[config.mk]
export PLATFORM = sky130hd
export DESIGN_NAME = serial_subtractor
export DESIGN_NICKNAME = d
export VERILOG_FILES = /design/src/rtl/serial_sub_pkg.sv /design/src/rtl/full_subtractor.sv /design/src/rtl/serial_subtractor.sv
export SDC_FILE = /design/constraint.sdc
export NUM_CORES = 1
export LEC_CHECK = 0
export ABC_CLOCK_PERIOD_IN_PS = 2000
export CORE_ASPECT_RATIO = 1.75
export CORE_MARGIN = 1
export CORE_UTILIZATION = 35
export CTS_BUF_LIST = sky130_fd_sc_hd__clkbuf_8
export DETAILED_ROUTE_END_ITERATION = 10
export GPL_TIMING_DRIVEN = 0
export PLACE_DENSITY = 0.67
export SETUP_SLACK_MARGIN = 0.3
export SLEW_MARGIN = 20
export SYNTH_ARGS = -nofsm -noshare
export SYNTH_HDL_FRONTEND = slang
export SYNTH_SLANG_ARGS = --single-unit
[constraint.sdc]
create_clock -name clk -period 2 [get_ports clk]
set_input_delay 0.2 -clock clk [delete_from_list [all_inputs] [get_ports clk]]
set_output_delay 0.2 -clock clk [all_outputs]
set_load 0.005 [all_outputs]
[src/rtl/serial_sub_pkg.sv]
// Shared types and helpers for the bit-serial subtractor.
package serial_sub_pkg;

    typedef enum logic [1:0] {
        IDLE = 2'd0,
        RUN  = 2'd1,
        DONE = 2'd2
    } state_t;

    localparam int DEFAULT_WIDTH = 8;

    // Bits needed to count 0..v-1 (at least 1).
    function automatic int clog2(input int v);
        int r;
        r = 1;
        for (int i = 1; i < 32; i++)
            if ((1 << i) < v) r = i + 1;
        return r;
    endfunction

endpackage

[src/rtl/full_subtractor.sv]
// One-bit subtractor cell: d = x - y - bi, borrow out in bo.
module full_subtractor (
    output logic d,
    output logic bo,
    input  logic x,
    input  logic y,
    input  logic bi
);

    assign d  = x ^ y ^ bi;
    assign bo = (~x & y) | (~x & bi) | (y & bi);

endmodule

[src/rtl/serial_subtractor.sv]
// Bit-serial two's-complement subtractor, D = X - Y - Bin, LSB first.
// start/ready accepts a request; valid/ack hands over the registered result.
module serial_subtractor
    import serial_sub_pkg::*;
#(
    parameter int WIDTH = DEFAULT_WIDTH
) (
    input  logic             clk,
    input  logic             rst,
    input  logic             start,
    input  logic [WIDTH-1:0] X,
    input  logic [WIDTH-1:0] Y,
    input  logic             Bin,
    output logic             ready,
    output logic [WIDTH-1:0] D,
    output logic             Bout,
    output logic             ovf,
    output logic             zero,
    output logic             valid,
    input  logic             ack
);

    localparam int CW = clog2(WIDTH);

    state_t           state, state_nx;
    logic [WIDTH-1:0] xs, ys, rs;
    logic [CW-1:0]    cnt;
    logic             b;
    logic             xm, ym;     // operand sign bits, kept since xs/ys shift away
    logic             dbit, bnext;
    logic             accept, last;
    logic [WIDTH-1:0] dfinal;

    full_subtractor u_cell (
        .d  (dbit),
        .bo (bnext),
        .x  (xs[0]),
        .y  (ys[0]),
        .bi (b)
    );

    assign ready  = (state == IDLE);
    assign valid  = (state == DONE);
    assign accept = ready && start;
    assign last   = (state == RUN) && (cnt == CW'(WIDTH - 1));
    // The last bit goes straight to D rather than through the shift register.
    assign dfinal = {dbit, rs[WIDTH-1:1]};

    // State register.
    always_ff @(posedge clk or posedge rst) begin
        if (rst) state <= IDLE;
        else     state <= state_nx;
    end

    // Next-state decode; start in RUN/DONE is ignored, ack only matters in DONE.
    always_comb begin
        state_nx = state;
        case (state)
            IDLE:    if (start) state_nx = RUN;
            RUN:     if (last)  state_nx = DONE;
            DONE:    if (ack)   state_nx = IDLE;
            default: state_nx = IDLE;
        endcase
    end

    // Operand capture and per-bit shifting.
    always_ff @(posedge clk or posedge rst) begin
        if (rst) begin
            xs  <= '0;
            ys  <= '0;
            rs  <= '0;
            cnt <= '0;
            b   <= 1'b0;
            xm  <= 1'b0;
            ym  <= 1'b0;
        end else if (accept) begin
            xs  <= X;
            ys  <= Y;
            rs  <= '0;
            cnt <= '0;
            b   <= Bin;
            xm  <= X[WIDTH-1];
            ym  <= Y[WIDTH-1];
        end else if (state == RUN) begin
            xs  <= {1'b0, xs[WIDTH-1:1]};
            ys  <= {1'b0, ys[WIDTH-1:1]};
            rs  <= dfinal;
            cnt <= cnt + CW'(1);
            b   <= bnext;
        end
    end

    // Result registers, updated only on the final bit and held otherwise.
    always_ff @(posedge clk or posedge rst) begin
        if (rst) begin
            D    <= '0;
            Bout <= 1'b0;
            ovf  <= 1'b0;
            zero <= 1'b0;
        end else if (last) begin
            D    <= dfinal;
            Bout <= bnext;
            ovf  <= (xm != ym) && (dbit != xm);
            zero <= (dfinal == '0);
        end
    end

endmodule

==> results.rst <==
.. list-table::
   :header-rows: 1

   * - Metric
     - Value
   * - Leading cell types by total area after synthesis
     - dfrtp_1 (53%), nand2_1 (9.5%), mux2i_1 (6.9%), a22oi_1 (2.9%), o21ai_0 (2.7%)
   * - Critical path startpoint
     - cnt[1]
   * - Antenna diode instance count
     - 0
   * - Switch share
     - 0.2198
   * - Fraction of post-synthesis cell area in the top cell type by area
     - 0.5330
   * - Post-synthesis instance total
     - 330
   * - Critical Path Max Stage Delay
     - 520 ps
   * - Min setup slack post-route
     - 37.72 ps
   * - Post-CTS clock slew at the launch and capture registers of the worst setup and hold paths
     - 80 ps
   * - Type of the worst setup path
     - register to register
   * - Post-DP HPWL
     - 5475 um
   * - Signed area change from the synthesized netlist to the final layout
     - 40.32%
   * - Achievable clock frequency
     - 0.5096 GHz
   * - Seq cells post-synth
     - 71
   * - Leak
     - 2.225 nW
   * - Logic depth of the worst register-to-register path
     - 6
   * - Avg WL per Cell
     - 16.32 um
   * - GRT Resource Usage Total
     - 0.1786
   * - Total Die Area
     - 9933 um^2
   * - Required time of the critical path
     - 2270 ps
   * - Worst hold slack
     - 147.7 ps
   * - Kind of end point of the critical path
     - register
   * - Routed WL
     - 8879 um
   * - Area taken by flip-flops and latches
     - 1790 um^2
   * - Worst clock skew
     - 12.35 ps
   * - Placed insts
     - 485
   * - Final-report setup violation count
     - 0
   * - Average cell area after synthesis
     - 10.10 um^2
   * - CTS Root Buffer Type
     - clkbuf_8
   * - Setup Slack @ Placement
     - -157.5 ps
   * - Vert. Die Dim
     - 131.1 um
   * - Cell Chain, Critical Path
     - ha_4, nand4b_1, or4_1, buf_6, nor4_4, mux2i_1
   * - Final Wtd Congestion
     - 0.7952
   * - Clock period minus worst slack
     - 1962 ps
   * - Area of the multi-input gates
     - 1677 um^2
   * - Startpoint class of the critical path
     - register
   * - Setup Total Neg Slack
     - 0 ps
   * - Hold Crit Class
     - input pin to async pin
   * - Port buffer count
     - 33
   * - Final net count
     - 443
   * - Chip Width
     - 75.77 um
   * - PwrDens
     - 606.1 nW/um^2
   * - Number of max-cap violations
     - 0
   * - Ys async rst share
     - 1.000
   * - Synthesized area
     - 3333 um^2
   * - Run status
     - complete, no violations
   * - Residual antenna-violating net count after detailed routing
     - 0
   * - Dominant cell type by area after synthesis
     - dfrtp_1
   * - Remaining Overflow, GRT
     - 0
   * - Design internal power
     - 2.212 mW
   * - DRC marker count from the first detailed-route iteration
     - 218
   * - Ratio of routed vias to standard cells
     - 5.305
   * - Count of flip-flops with a built-in enable after synthesis
     - 0
   * - Part of the Yosys area used for sequential elements
     - 0.5330
   * - Final-report hold violation count
     - 0
   * - Maximum number of pins on one net before global-route repair
     - 35
   * - Combinational power share
     - 0.042
   * - Number of antenna violations at the first check in global routing
     - 0
   * - RSZ-0062 raised after global routing
     - yes
   * - CTS tree
     - done
   * - Number of levels in the clock H-tree
     - 3
   * - Library cells used by synthesis
     - 41
   * - Standard cell core area
     - 9151 um^2
   * - Peak ir drop on the vdd network
     - 0.4833 mV
   * - Synth Net Count
     - 353
   * - Global-route wire length before repair
     - 13,230 um
   * - Total of hold buffers inserted after clock tree synthesis
     - 0
   * - Clk buf depth
     - 2
   * - Startpoint of the lowest-slack register-to-register path
     - cnt[1]
   * - Clock network fraction of design power
     - 0.435
   * - TritonRoute pass-1 iters
     - 4
   * - Fraction of the cycle the final worst path needs
     - 0.9811
   * - Count of non-filler cells in the finished layout
     - 544
   * - Vias in the first global route
     - 2,780
   * - Layout fillers
     - 782
   * - Total count of max-transition violations in the final report
     - 0
   * - Transition time at the pin with the least slew margin
     - 551.6 ps
   * - Starting density of the core
     - 0.3642
   * - Switching power
     - 623.2 uW
   * - Share of total power in sequential cells
     - 0.523
   * - Count of boundary I/O pins
     - 34
   * - Top_reg_cell synth
     - dfrtp_1
   * - Row cnt
     - 46
   * - Slowest-stage cell, CP
     - or4_1
   * - Slew headroom
     - 0.6323
   * - Share of post-route cells with drive strength above 1
     - 0.2830
   * - Largest fanout of any net on the critical path
     - 6
   * - Insertion delay of the later-clocked pin in the worst-skew pair
     - 350 ps
   * - Endpoint arrival time on the critical path
     - 2230 ps
   * - Number of buffers inserted during clock tree synthesis
     - 9
   * - Routed vias
     - 2,886
   * - Count of yosys warnings during synthesis
     - 0
   * - TritonCTS sink count
     - 71
   * - Residual DRC
     - 0
   * - Share of the core filled with cells
     - 0.5111
==> registers in the layout, summed over array words and instances, names as in the netlist, 2 cells and up <==
register  count
D             8
cnt          32
rs            7
state         2
xs            8
ys            8
==> per-stage QoR <==
| stage | cell area [um^2] | power, mW |
|---|---|---|
| after floorplan | 3342 | 1.554 |
| after global placement | 3822 | 1.619 |
| after detailed placement | 3862 | 1.631 |
| after CTS | 4300 | 2.854 |
| after global routing | 4677 | 2.927 |
| final | 4677 | 2.835 |
==> cell families after synthesis <==
| logic type | share of synthesized area |
|---|---|
| xor+xnor | 0.002628 |
| buf+inv | 0.03116 |
| mux | 0.09948 |
| flops | 0.5330 |
| fa+ha+maj | 0.009759 |
| simple gates | 0.2391 |
| compound gates | 0.08483 |
==> what timing repair did <==
item	in CTS	in global routing
cloned	0	2
endpoints found under the setup margin	55	58
setup buffers	18	24
pin swaps	2	15
hold endpoints to repair	0	0
gates resized for setup	26	52
==> Yosys cell counts, types with 2 or more instances <==
| cell | count |
|---|---|
| mux2_1 | 2 |
| a221o_1 | 2 |
| dfrtp_1 | 71 |
| a22oi_1 | 13 |
| nand4_1 | 9 |
| nor4_4 | 2 |
| inv_1 | 11 |
| nor4_2 | 2 |
| nand2_1 | 84 |
| nor3_1 | 7 |
| o21ai_0 | 18 |
| mux2_2 | 7 |
| buf_2 | 2 |
| and4_1 | 2 |
| mux2i_1 | 23 |
| clkbuf_1 | 11 |
| o31ai_1 | 3 |
| nand4b_1 | 2 |
| o211ai_1 | 3 |
| nor2b_1 | 2 |
| and3_1 | 4 |
| nor2_1 | 9 |
| nand3_1 | 15 |
| nor4_1 | 9 |
==> path summary, 6_finish.rpt <==
kind                       slack, ps        to
setup / recovery                  40   cnt[20]
hold / removal                   150        xm
setup reg to reg                  40   cnt[20]
hold reg to reg                  480     xs[4]
max in group asynchronous       1150    cnt[4]
min in group clk                 420  state[1]
==> area by class of cell <==
| cell class | count | share of cell area |
|---|---|---|
| clock buffers | 9 | 0.02648 |
| well taps | 120 | 0.03210 |
| repair buffers | 79 | 0.1533 |
| clock inverters | 6 | 0.01873 |
| multi-input cells | 234 | 0.3585 |
| flip-flops and latches | 71 | 0.3828 |
| plain buffers | 14 | 0.01846 |
| inverters | 11 | 0.009631 |
==> layout by cell type, fill, tap and decap left out, drive strengths merged <==
cell | synthesis | layout
nand2b | 1 | 1
nor3 | 8 | 8
o31ai | 3 | 3
and4 | 2 | 2
o21ai | 19 | 19
fa | 1 | 1
o211ai | 3 | 3
bufinv | 0 | 2
a221o | 2 | 2
dlymetal6s2s | 0 | 2
and3 | 4 | 4
clkdlybuf4s50 | 0 | 31
or2 | 1 | 1
clkinvlp | 0 | 3
nor2b | 2 | 2
a22o | 1 | 1
a21o | 1 | 1
mux2 | 9 | 9
nand2 | 84 | 84
mux2i | 23 | 23
buf | 3 | 51
ha | 1 | 1
xor2 | 1 | 1
nand4 | 11 | 11
a211o | 1 | 1
inv | 11 | 11
or4 | 1 | 1
nor3b | 1 | 1
nor4 | 13 | 13
and2 | 1 | 1
a22oi | 13 | 13
clkbuf | 11 | 18
nand3 | 15 | 15
nand3b | 1 | 1
nor2 | 9 | 9
clkinv | 0 | 1
dfrtp | 71 | 71
nand4b | 2 | 2
==> power groups by stage <==
stage / Clock, mW / Sequential [mW] / Combinational (mW)
2_1_floorplan: 0 / 1.50 / 0.0523
3_3_place_gp: 0 / 1.51 / 0.110
3_5_place_dp: 0 / 1.51 / 0.122
4_1_cts: 1.25 / 1.48 / 0.123
5_1_grt: 1.31 / 1.48 / 0.136
6_report: 1.23 / 1.48 / 0.120
==> worst max-delay path, delay by kind of cell, from the launching register on <==
family / cells / cell delay (ps)
fa+ha+maj: 1 / 160
mux: 1 / 210
flops: 1 / 420
simple gates: 3 / 900
buf+inv: 1 / 180
==> routing by layer <==
layer  track usage  vias to the layer above  share of wire
met2        0.3050                       71           0.55
met3       0.03517                       22          0.038
met5             0                        -              0
met4        0.1111                        0          0.032
li1              -                     1349              -
met1        0.1978                     1444           0.38
Power figures use the tool's default switching activity.
